<file path="src/rtl/cbx_param_ccff.sv">
// X-channel connection block: chanx pass-through, ipin muxes for the top and
// bottom grid pins, and a serial configuration chain with a shadow register
// that is copied into the active select store only on a checked commit.
module cbx_param_ccff #(
    parameter int CHAN_WIDTH   = 20,
    parameter int NUM_TOP      = 8,
    parameter int NUM_BOT      = 10,
    parameter int MUX_SIZE     = 8,
    parameter int TRACK_STRIDE = 6
) (
    input  logic                  prog_clk,
    input  logic                  prog_reset_n,
    input  logic [CHAN_WIDTH-1:0] chanx_left_in,
    input  logic [CHAN_WIDTH-1:0] chanx_right_in,
    output logic [CHAN_WIDTH-1:0] chanx_left_out,
    output logic [CHAN_WIDTH-1:0] chanx_right_out,
    output logic [NUM_TOP-1:0]    grid_top_outpad,
    output logic [NUM_BOT-1:0]    grid_bottom_out,
    input  logic                  cfg_head,
    input  logic                  cfg_shift,
    input  logic                  cfg_commit,
    output logic                  cfg_tail,
    output logic                  cfg_valid,
    output logic                  cfg_err
);
    localparam int SEL_W   = $clog2(MUX_SIZE);
    localparam int NUM_MUX = NUM_TOP + NUM_BOT;
    localparam int N_CFG   = NUM_MUX * SEL_W;
    localparam int CNT_W   = $clog2(N_CFG + 2);
    localparam logic [CNT_W-1:0] CNT_FULL = CNT_W'(N_CFG);
    localparam logic [CNT_W-1:0] CNT_OVER = CNT_W'(N_CFG + 1);

    // Loader state is a decoding of the shift counter, not a separate register.
    typedef enum logic [1:0] {
        LD_EMPTY,
        LD_LOADING,
        LD_FULL,
        LD_OVER
    } ld_state_t;

    logic [N_CFG-1:0] shadow_q, shadow_d;
    logic [N_CFG-1:0] active_q, active_d;
    logic [CNT_W-1:0] shift_cnt_q, shift_cnt_d;
    logic             cfg_valid_q, cfg_valid_d;
    logic             cfg_err_q, cfg_err_d;
    ld_state_t        ld_state;
    logic [NUM_MUX-1:0] mux_out;

    // Routing tracks pass straight through and are never gated by config.
    assign chanx_left_out  = chanx_right_in;
    assign chanx_right_out = chanx_left_in;

    assign cfg_tail  = shadow_q[N_CFG-1];
    assign cfg_valid = cfg_valid_q;
    assign cfg_err   = cfg_err_q;

    // Classify the shift counter into the loader state.
    always_comb begin
        ld_state = LD_OVER;
        if (shift_cnt_q == '0) begin
            ld_state = LD_EMPTY;
        end else if (shift_cnt_q < CNT_FULL) begin
            ld_state = LD_LOADING;
        end else if (shift_cnt_q == CNT_FULL) begin
            ld_state = LD_FULL;
        end
    end

    // Next-state logic for the chain, counter, active store and flags.
    always_comb begin
        shadow_d    = shadow_q;
        active_d    = active_q;
        shift_cnt_d = shift_cnt_q;
        cfg_valid_d = cfg_valid_q;
        cfg_err_d   = cfg_err_q;
        if (cfg_shift && cfg_commit) begin
            // Ambiguous request: do nothing except flag it.
            cfg_err_d = 1'b1;
        end else if (cfg_shift) begin
            shadow_d = {shadow_q[N_CFG-2:0], cfg_head};
            if (shift_cnt_q != CNT_OVER) begin
                shift_cnt_d = shift_cnt_q + 1'b1;
            end
        end else if (cfg_commit) begin
            shift_cnt_d = '0;
            if (ld_state == LD_FULL) begin
                active_d    = shadow_q;
                cfg_valid_d = 1'b1;
            end else begin
                cfg_err_d = 1'b1;
            end
        end
    end

    // Configuration registers; shadow is kept after commit for readback.
    always_ff @(posedge prog_clk or negedge prog_reset_n) begin
        if (!prog_reset_n) begin
            shadow_q    <= '0;
            active_q    <= '0;
            shift_cnt_q <= '0;
            cfg_valid_q <= 1'b0;
            cfg_err_q   <= 1'b0;
        end else begin
            shadow_q    <= shadow_d;
            active_q    <= active_d;
            shift_cnt_q <= shift_cnt_d;
            cfg_valid_q <= cfg_valid_d;
            cfg_err_q   <= cfg_err_d;
        end
    end

    // One combinational mux per ipin. Input pair p of pin i taps track
    // (i + p*TRACK_STRIDE) mod CHAN_WIDTH; even inputs come from the left,
    // odd inputs from the right.
    genvar gi, gj;
    generate
        for (gi = 0; gi < NUM_MUX; gi++) begin : g_mux
            localparam int PIN = (gi < NUM_TOP) ? gi : gi - NUM_TOP;
            logic [MUX_SIZE-1:0] mux_in;
            logic [SEL_W-1:0]    sel;

            for (gj = 0; gj < MUX_SIZE; gj++) begin : g_in
                localparam int TRK = (PIN + (gj / 2) * TRACK_STRIDE) % CHAN_WIDTH;
                if (gj % 2 == 0) begin : g_left
                    assign mux_in[gj] = chanx_left_in[TRK];
                end else begin : g_right
                    assign mux_in[gj] = chanx_right_in[TRK];
                end
            end

            assign sel = active_q[gi*SEL_W +: SEL_W];
            assign mux_out[gi] = (cfg_valid_q && ({1'b0, sel} < (SEL_W+1)'(MUX_SIZE)))
                               ? mux_in[sel] : 1'b0;
        end
    endgenerate

    assign grid_top_outpad = mux_out[NUM_TOP-1:0];
    assign grid_bottom_out = mux_out[NUM_MUX-1:NUM_TOP];

endmodule
</file>
<file path="config.mk">
export PLATFORM = sky130hd
export DESIGN_NAME = cbx_param_ccff
export DESIGN_NICKNAME = d
export VERILOG_FILES = /design/src/rtl/cbx_param_ccff.sv
export SDC_FILE = /design/constraint.sdc
export NUM_CORES = 1
export LEC_CHECK = 0
export CAP_MARGIN = 20
export CORE_UTILIZATION = 40
export DETAILED_ROUTE_END_ITERATION = 10
export MAX_ROUTING_LAYER = met4
export PLACE_DENSITY = 0.61
export REMOVE_ABC_BUFFERS = 1
export SLEW_MARGIN = 20
export SYNTH_ARGS = -nofsm -noshare
export SYNTH_HDL_FRONTEND = slang
export SYNTH_SLANG_ARGS = --single-unit
</file>
<file path="constraint.sdc">
create_clock -name prog_clk -period 4.19 [get_ports prog_clk]
set_input_delay 1.0475 -clock prog_clk [delete_from_list [all_inputs] [get_ports prog_clk]]
set_output_delay 1.0475 -clock prog_clk [all_outputs]
set_load 0.05 [all_outputs]
</file>
==> impl_metrics.tcl, run 1 <==
set metrics [dict create \
    status "completed" \
    setup_violations 0 \
    syn-instance-count 530 \
    syn2layout_area_growth_pct 23.9 \
    slew_headroom_pct 49.8 \
    cts_buffer_depth 2 \
    ios 106 \
    antenna_found_initial 0 \
    critPathArrivalTime_ns 2.92 \
    drc 0 \
    cts_resized 0 \
    gp_congestion 0.795 \
    synth_area_sq_um 5990 \
    clk_latency_ns 0.41 \
    yosys_warnings 0 \
    required_ns 3.14 \
    pwr_density_cell_nw_per_um2 377 \
    maxSlewViolCount 0 \
    die_h_microns 124 \
    gr-total-overflow 0 \
    synth-xor-area-share_pct 0 \
    placedCellCount 765 \
    cts-htree-levels 4 \
    vias 4188 \
    intPower_mw 2.11 \
    clock_skew_ns 0.00959 \
    start_kind "input pin" \
    synthMuxAreaShare_pct 24.1 \
    hold_violations 0 \
    post_cts_buffers 0 \
    highest_layer "met4" \
    hpwl_mm 9.17 \
    wl_met3_microns 476 \
    synth-simple-area-share_pct 17.3 \
    syn_area_per_cell_sq_um 11.3 \
    dieArea_sq_um 15500 \
    placed_cell_area_sq_um 6870 \
    cts_tree "done" \
    ys_ff_latch 116 \
    worstMarginPinSlew_ns 0.753 \
    rsz0062_at_grt "false" \
    clock.fmax_mhz 252 \
    dr.pass1.iters 4 \
    p_leak_nw 3.58 \
    die_x_microns 124 \
    crit_type "in2out" \
    yosys.area_share.adder_pct 0.627 \
    numCtsBuffers 17 \
    grt_max_degree 56 \
    synth_compound_area_share_pct 1.84 \
    hold_buffers 0 \
    p_switching_mw 0.683 \
    clock-root-buffer "clkbuf_16" \
    synthFlopType "dfrtp_1" \
    period_needed_ns 3.96 \
    finalWirelength_mm 13.1 \
    grt_pass1_wl_mm 22.2 \
    power_frac_clock_pct 47.1 \
    clock_sinks 116 \
    core-area_sq_um 14600 \
    p_seq_share_pct 42.5 \
    synth_edf_count 0 \
    start_util_pct 41.0 \
    vias_per_cell 5.25 \
    instances_no_fill 797 \
    first_iter_violations 127 \
    rows 44 \
    fin_crit_sh_pct 94.6 \
    io_buffers 105 \
    nets 648 \
    power_frac_comb_pct 10.4 \
    clk_pin_slew_ns 0.05 \
    tns_ns 0 \
    wl_per_cell_microns 16.4 \
    postRouteAntennaNets 0 \
    drive_gt1_share_pct 23.8 \
    switching_share_pct 24.5 \
    wl_met1_mm 6.13 \
    synth_top_family_by_area "multiplexers" \
    yosysSeqAreaShare_pct 48.5 \
    worstPathMaxFanout 5 \
    wl_met2_mm 6.33 \
    grt_use_total_pct 18.7 \
    async_flop_share_pct 100 \
    max_cap_violations 0 \
    worstSetupEndpointType "primary output" \
    diodes 0 \
    grt_pass1_vias 4178 \
    fin_area_sq_um 7410 \
    hold_path.class "reg2reg" \
    yosysUniqueCellTypes 33 \
    irDropWorstVdd_mv 0.287 \
]
routing by layer:
layer / track usage [%] / up-vias
li1: - / 1941
met1: 25.1 / 2115
met2: 28.2 / 114
met4: 6.09 / 0
met3: 4.30 / 18
met5: - / -
path summary, 6_finish.rpt:
| check | slack [ns] | to | start | depth (start not counted) |
|---|---|---|---|---|
| max | 0.23 | grid_bottom_out[5] | chanx_right_in[5] | 5 |
| min | 0.48 | cfg_err$_DFFE_PN0P_ | cfg_err$_DFFE_PN0P_ | 1 |
| max reg2reg | 1.99 | active_q[18]$_DFFE_PN0P_ | shift_cnt_q[0]$_DFFE_PN0P_ | 6 |
| min reg2reg | 0.48 | cfg_err$_DFFE_PN0P_ | cfg_err$_DFFE_PN0P_ | 1 |
| max in group asynchronous | 2.65 | active_q[28]$_DFFE_PN0P_ | prog_reset_n | 2 |
| min in group asynchronous | 0.63 | active_q[18]$_DFFE_PN0P_ | prog_reset_n | 1 |
cell usage in the layout (no fill, tap or decap), types with 4 or more instances in the layout:
master and instances:
buf_4 25, clkbuf_16 17, clkinv_2 5, nand3b_1 19
mux4_2 36, dfrtp_1 116, mux2_2 50, mux2_4 4
clkdlybuf4s50_1 89, nand2_1 187, o211ai_1 4, clkbuf_1 4
nand3_1 20, inv_1 4
power groups by stage:
| stage | combinational (mW) | clock, mW | sequential (mW) |
|---|---|---|---|
| after global placement | 0.288 | 0 | 1.21 |
| final | 0.290 | 1.32 | 1.19 |
| after detailed placement | 0.293 | 0 | 1.21 |
| after floorplan | 0.0719 | 0 | 1.20 |
| after CTS | 0.294 | 1.34 | 1.19 |
| after global routing | 0.313 | 1.40 | 1.19 |
worst max-delay path: stages:
cell and delay [ns]:
clkdlybuf4s50_1 0.51, mux4_2 0.50, nand3_1 0.10, nand2_1 0.06, clkdlybuf4s50_1 0.69
cell type report:
type | instances | area [sq um]
sequential | 116 | 2900
tap | 184 | 230
fill | 1281 | 7170
multi-input combinational | 347 | 2640
clock buffer | 23 | 468
clock inverter | 9 | 80.1
timing repair buffer | 114 | 1080
inverter | 4 | 15.0
logic make-up after synthesis:
logic type | Yosys count
AO/OA/AOI/OAI | 15
buffers and inverters | 67
flip-flops | 116
AND/OR/NAND/NOR | 238
multiplexers | 91
adder cells (fa/ha/maj) | 3
synthesized netlist by cell type, types with 2 or more instances:
cell type / count / area, sq um
nand2b_1: 2 / 12.5
buf_1: 4 / 15.0
dfrtp_1: 116 / 2900
and4b_1: 2 / 20.0
mux2_4: 4 / 60.1
o311ai_0: 3 / 26.3
nor2_1: 2 / 7.51
mux2_2: 50 / 563
nand3_1: 20 / 100
ha_1: 3 / 37.5
clkbuf_8: 5 / 68.8
nand2_1: 187 / 702
mux4_2: 36 / 811
o211ai_1: 4 / 30.0
inv_1: 4 / 15.0
buf_4: 40 / 300
nand3b_1: 19 / 143
a21oi_1: 2 / 10.0
clkbuf_1: 13 / 48.8
flip-flops by register name, indices dropped and copies added, names as in the netlist:
register,flops
shadow_q,54
shift_cnt_q,6
active_q,54
cfg_valid,1
cfg_err,1
per-stage QoR:
stage               power (mW)  setup slack [ns]  utilization (%)  hold WS [ns]
finish                    2.79             0.225             50.8         0.480
global route              2.91             0.178             50.8         0.515
CTS                       2.82             0.207             50.8         0.489
detailed placement        1.50             0.208             47.1         0.469
global placement          1.49             0.276             47.1         0.465
floorplan                 1.27             0.754                -         0.457
(Power assumes the default switching activity.)
==> run 2: changes to the inputs <==
ABC_AREA = 1   (was not set)
==> run 2 against run 1 <==
  * The run now ends with design-rule violations left
  * Combinational power increased by 51%
  * Critical path depth decreased by 3
  * Cell count rose by 27%
  * Clock-buffer cell count down 3
  * Final area grew 1.8%
  * Via count rose by 23%
  * Clock skew fell by 0.0019 ns
  * Non-clock buffer count shrank 5
  * Critical path type unchanged
==> impl_metrics.tcl, run 2 <==
set metrics [dict create \
    grt_max_degree 112 \
    reg2reg_depth 8 \
    synth_top_area_share_pct 48.1 \
    critical-path-top-delay-family "buffers and inverters" \
    maxSlewViolCount 0 \
    cp_cell_sequence "clkdlybuf4s50_1 -> clkdlybuf4s50_1" \
    post_cts_buffers 0 \
    yosysUniqueCellTypes 25 \
    pwr_density_cell_nw_per_um2 450 \
    gp_congestion 0.835 \
    reg.largest.list "active_q: 54 flops, shadow_q: 54 flops, shift_cnt_q: 6 flops" \
    r2r_start "shift_cnt_q[0]$_DFFE_PN0P_" \
    cp_num_cells 2 \
    power.total_mw 3.40 \
    p_seq_share_pct 37.9 \
    multi_input_area_sq_um 2340 \
    finalCoreUtilization_pct 51.5 \
    regArea_sq_um 2900 \
    syn-instance-count 773 \
    async_flop_share_pct 100 \
    synth_area_sq_um 6030 \
    start_kind "input pin" \
    clock.fmax_mhz 282 \
    clk_pin_slew_ns 0.05 \
    max_cap_violations 0 \
    dr.pass1.iters 9 \
    grt_pass1_wl_mm 23.6 \
    hold_buffers 0 \
    final_common_cell "nand2_1" \
    postRouteAntennaNets 0 \
    dieArea_sq_um 15600 \
    cpMostUsedCell "clkdlybuf4s50_1" \
    failed_checks "design-rule violations" \
    regToRegEndpoint "active_q[3]$_DFFE_PN0P_" \
    switching_share_pct 25.3 \
    finalWirelength_mm 13.8 \
    grt_pass1_vias 4960 \
    max_stage_delay_ns 0.85 \
    yosys_warnings 0 \
    numCtsBuffers 17 \
    crit_type "in2out" \
    critPathArrivalTime_ns 2.50 \
    intPower_mw 2.54 \
    ys_top_cells_by_area "dfrtp_1 (48%), nand2_1 (12%), o21ai_0 (11%), inv_1 (5.2%), buf_4 (5.0%)" \
    path_buf_inv 2 \
    tns_ns 0 \
    antenna_found_initial 0 \
    yosysMostFrequentCell "nand2_1" \
    crit_end "chanx_right_out[6]" \
    wl_per_cell_microns 13.6 \
    drive_gt1_share_pct 7.82 \
    timing.critical_path.from "chanx_left_in[6]" \
    ios 106 \
    core-area_sq_um 14600 \
    required_ns 3.14 \
    cts_tree "done" \
    syn2layout_area_growth_pct 25.1 \
    crit_slowest_cell "clkdlybuf4s50_1" \
    clk_latency_ns 0.41 \
    irDropWorstVdd_mv 0.228 \
    rsz0062_at_grt "false" \
    min_path_cells 1 \
    yosysSeqAreaShare_pct 48.1 \
    syn_area_per_cell_sq_um 7.81 \
    clock_sinks 116 \
    cts_buffer_depth 2 \
    synth_common_cells "nand2_1 (193), o21ai_0 (138), dfrtp_1 (116)" \
    vias_per_cell 5.09 \
    worstSetupEndpointType "primary output" \
    diodes 0 \
    hpwl_mm 9.45 \
    p_switching_mw 0.858 \
    nets 866 \
    final_cell_mix "nand2_1 (193), o21ai_0 (138), dfrtp_1 (116), clkdlybuf4s50_1 (86), inv_1 (83)" \
    grt_use_total_pct 19.4 \
    drc 22 \
    worstMarginPinSlew_ns 0.794 \
    synth_top_area_cell "dfrtp_1" \
    die_h_microns 125 \
    power_frac_comb_pct 12.9 \
    period_needed_ns 3.54 \
    cts-htree-levels 4 \
    synthFlopType "dfrtp_1" \
    clock-root-buffer "clkbuf_16" \
    cts_resized 0 \
    power_frac_clock_pct 49.2 \
    worstPathMaxFanout 6 \
    ys_ff_latch 116 \
    clock_skew_ns 0.00769 \
    fin_crit_sh_pct 84.6 \
    first_iter_violations 307 \
    setup_violations 0 \
    die_x_microns 125 \
    rows 44 \
    hold_path.class "reg2reg" \
    synth_edf_count 0 \
    start_util_pct 41.2 \
    io_buffers 105 \
    hold_violations 0 \
    reg2reg_slack_ns 2.14 \
    vias 5165 \
    nFillCells 1382 \
    slew_headroom_pct 47.1 \
    status "complete, but fails checks" \
    p_leak_nw 3.37 \
    gr-total-overflow 0 \
]
==> run 2: cells by family after synthesis <==
family	share of synthesized area [%]
AO/OA/AOI/OAI	20.5
XOR/XNOR	0.436
adder cells (fa/ha/maj)	0.622
buffers and inverters	13.3
flip-flops	48.1
AND/OR/NAND/NOR	17.1
==> run 2: how the worst min path moves through the flow <==
stage               slack, ns                     from                       end
floorplan                0.45  shadow_q[9]$_DFFE_PN0P_  shadow_q[10]$_DFFE_PN0P_
global placement         0.45      cfg_err$_DFFE_PN0P_       cfg_err$_DFFE_PN0P_
detailed placement       0.45      cfg_err$_DFFE_PN0P_       cfg_err$_DFFE_PN0P_
CTS                      0.47      cfg_err$_DFFE_PN0P_       cfg_err$_DFFE_PN0P_
global route             0.49      cfg_err$_DFFE_PN0P_       cfg_err$_DFFE_PN0P_
finish                   0.46      cfg_err$_DFFE_PN0P_       cfg_err$_DFFE_PN0P_
==> run 2: layout make-up <==
| type | count | share of cell area [%] |
|---|---|---|
| Multi-Input combinational cell | 490 | 31.0 |
| Inverter | 84 | 4.18 |
| Sequential cell | 116 | 38.5 |
| Clock inverter | 12 | 2.97 |
| Timing Repair Buffer | 109 | 14.2 |
| Tap cell | 184 | 3.05 |
| Clock buffer | 20 | 6.18 |
==> run 2: stage by stage <==
stage / instances / hold slack (ns) / setup slack, ns / cell area, sq um
2_1_floorplan: 690 / 0.453 / -0.687 / 5550
5_1_grt: 1015 / 0.491 / 0.594 / 7550
3_5_place_dp: 983 / 0.453 / 0.646 / 6860
4_1_cts: 1015 / 0.470 / 0.643 / 7550
3_3_place_gp: 983 / 0.447 / 0.673 / 6860
6_report: 1015 / 0.463 / 0.647 / 7550
==> run 2: power groups by stage <==
stage / logic [mW] / clock network, mW / registers [mW]
4_1_cts: 0.445 / 1.70 / 1.29
3_3_place_gp: 0.432 / 0 / 1.30
2_1_floorplan: 0.183 / 0 / 1.30
3_5_place_dp: 0.440 / 0 / 1.31
6_report: 0.439 / 1.67 / 1.29
5_1_grt: 0.490 / 1.75 / 1.30
==> run 2: routing by layer <==
metal / wire length, microns / global-route usage, % / share of wire [%]
met5: 0 / - / 0
met4: 204 / 7.39 / 1.5
met3: 787 / 4.42 / 5.7
met2: 6060 / 28.1 / 44
met1: 6780 / 26.4 / 49
==> run 3: changes to the inputs <==
PLACE_DENSITY = 0.64   (was 0.61)
clock period = 3.2 ns   (was 4.19 ns; I/O delays follow)
==> run 3 against run 2 <==
  * The run still ends with design-rule violations left
  * Sequential share of layout area about the same
  * Hold slack lost 0.15 ns
  * Register-to-register slack got worse by 0.56 ns
  * Combinational power grew 38%
  * Clock skew about the same
  * Critical path type unchanged
  * Largest power group unchanged
==> impl_metrics.tcl, run 3 (synthesis gave the netlist of run 2 again) <==
set metrics [dict create \
    clk_pin_slew_ns 0.05 \
    finalWorstSetupSlack_ns 0.214 \
    dieArea_sq_um 15600 \
    gr-total-overflow 0 \
    final_common_cell "nand2_1" \
    max_cap_violations 0 \
    grt_max_degree 110 \
    cts-htree-levels 4 \
    drive_gt1_share_pct 12.5 \
    required_ns 2.40 \
    grt_pass1_vias 4881 \
    power.total_mw 4.06 \
    hold_buffers 0 \
    syn2layout_area_growth_pct 25.0 \
    status "complete, but fails checks" \
    worstPathMaxFanout 5 \
    finalWirelength_mm 14.0 \
    grt_pass1_wl_mm 23.0 \
    vias_per_cell 5.05 \
    pwr_density_cell_nw_per_um2 538 \
    hold_violations 0 \
    max_stage_delay_ns 0.47 \
    crit_type "in2out" \
    p_switching_mw 1.12 \
    hold_path.class "in2async" \
    irDropWorstVdd_mv 0.295 \
    reg.largest.list "active_q: 54 flops, shadow_q: 54 flops, shift_cnt_q: 6 flops" \
    hpwl_mm 9.70 \
    postRouteAntennaNets 0 \
    maxSlewViolCount 0 \
    wl_per_cell_microns 13.8 \
    failed_checks "design-rule violations" \
    fin_area_sq_um 7540 \
    first_iter_violations 416 \
    drc 8 \
    start_util_pct 41.2 \
    rows 44 \
    switching_share_pct 27.7 \
    die_h_microns 125 \
    setup_violations 0 \
    clock-root-buffer "clkbuf_16" \
    nets 867 \
    p_seq_share_pct 41.7 \
    power_frac_comb_pct 15.0 \
    ios 106 \
    cts_buffer_depth 2 \
    worstMarginPinSlew_ns 0.547 \
    dr.pass1.iters 8 \
    path_buf_inv 3 \
    io_buffers 105 \
    fin_crit_sh_pct 93.3 \
    gp_congestion 0.838 \
    cts_tree "done" \
    cts_resized 0 \
    clk_latency_ns 0.42 \
    period_needed_ns 2.99 \
    critical-path-top-delay-family "buffers and inverters" \
    numCtsBuffers 17 \
    core-area_sq_um 14600 \
    diodes 0 \
    clock_skew_ns 0.00743 \
    clock.fmax_mhz 335 \
    worstSetupEndpointType "primary output" \
    intPower_mw 2.93 \
    antenna_found_initial 0 \
    p_leak_nw 3.43 \
    vias 5124 \
    die_x_microns 125 \
    rsz0062_at_grt "false" \
    grt_use_total_pct 19.2 \
    clock_sinks 116 \
    cp_cell_sequence "clkdlybuf4s50_1 -> inv_1 -> a21oi_1 -> o21ai_0 -> nand3_1 -> nand2_1 -> nor2_1 -> buf_12" \
    crit_slowest_cell "clkdlybuf4s50_1" \
    power_frac_clock_pct 43.4 \
    placed_cell_area_sq_um 6990 \
    final_cell_mix "nand2_1 (193), o21ai_0 (138), dfrtp_1 (116), inv_1 (83), clkdlybuf4s50_1 (46)" \
    post_cts_buffers 0 \
    pre_cts_ws_ns 0.232 \
    critPathArrivalTime_ns 2.19 \
    start_kind "input pin" \
    reg2reg_slack_ns 1.58 \
    slew_headroom_pct 63.5 \
]
## run 3: cell types whose count changed in the layout (fill, tap and decap cells not counted)
cell             change
clkinv_4             -2
clkinvlp_4           +2
buf_4               +23
clkdlybuf4s50_1     -40
inv_6                -1
clkbuf_1             +1
clkinv_2             +4
buf_12              +18
bufinv_16            -5
## run 3: worst paths after layout
kind,start,end,cells past startpoint
hold / removal,prog_reset_n,shadow_q[2]$_DFFE_PN0P_,1
min in group prog_clk,cfg_err$_DFFE_PN0P_,cfg_err$_DFFE_PN0P_,1
setup reg to reg,shift_cnt_q[0]$_DFFE_PN0P_,active_q[12]$_DFFE_PN0P_,8
max in group asynchronous,prog_reset_n,active_q[17]$_DFFE_PN0P_,2
hold reg to reg,cfg_err$_DFFE_PN0P_,cfg_err$_DFFE_PN0P_,1
setup / recovery,chanx_right_in[0],grid_bottom_out[8],8
## run 3: layout make-up
| cell class | count | area [sq um] |
|---|---|---|
| Clock buffer | 21 | 470 |
| Clock inverter | 10 | 82.6 |
| Fill cell | 1385 | 7100 |
| Inverter | 84 | 315 |
| Multi-Input combinational cell | 490 | 2340 |
| Sequential cell | 116 | 2900 |
| Tap cell | 184 | 230 |
| Timing Repair Buffer | 110 | 1200 |
## run 3: stage by stage
| stage | hold WS [ns] | TNS [ns] | util [%] | cells |
|---|---|---|---|---|
| after floorplan | 0.453 | -62.73 | - | 690 |
| after global placement | 0.447 | 0 | 47.7 | 984 |
| after detailed placement | 0.450 | 0 | 47.7 | 984 |
| after CTS | 0.319 | 0 | 51.5 | 1015 |
| after global routing | 0.330 | 0 | 51.5 | 1015 |
| final | 0.316 | 0 | 51.5 | 1015 |
## run 3: per-layer routing
metal | up-vias | track usage [%] | wire length (microns)
met5 | - | - | 0
met4 | 0 | 8.11 | 286
met3 | 28 | 4.51 | 514
met2 | 111 | 31.3 | 7010
met1 | 2406 | 22.8 | 6180
li1 | 2579 | - | -
## run 3: power groups by stage
stage,clock network (mW),logic (mW),registers [mW]
detailed placement,0,0.610,1.71
global route,1.85,0.669,1.71
floorplan,0,0.240,1.70
CTS,1.79,0.617,1.69
finish,1.76,0.607,1.69
global placement,0,0.600,1.71
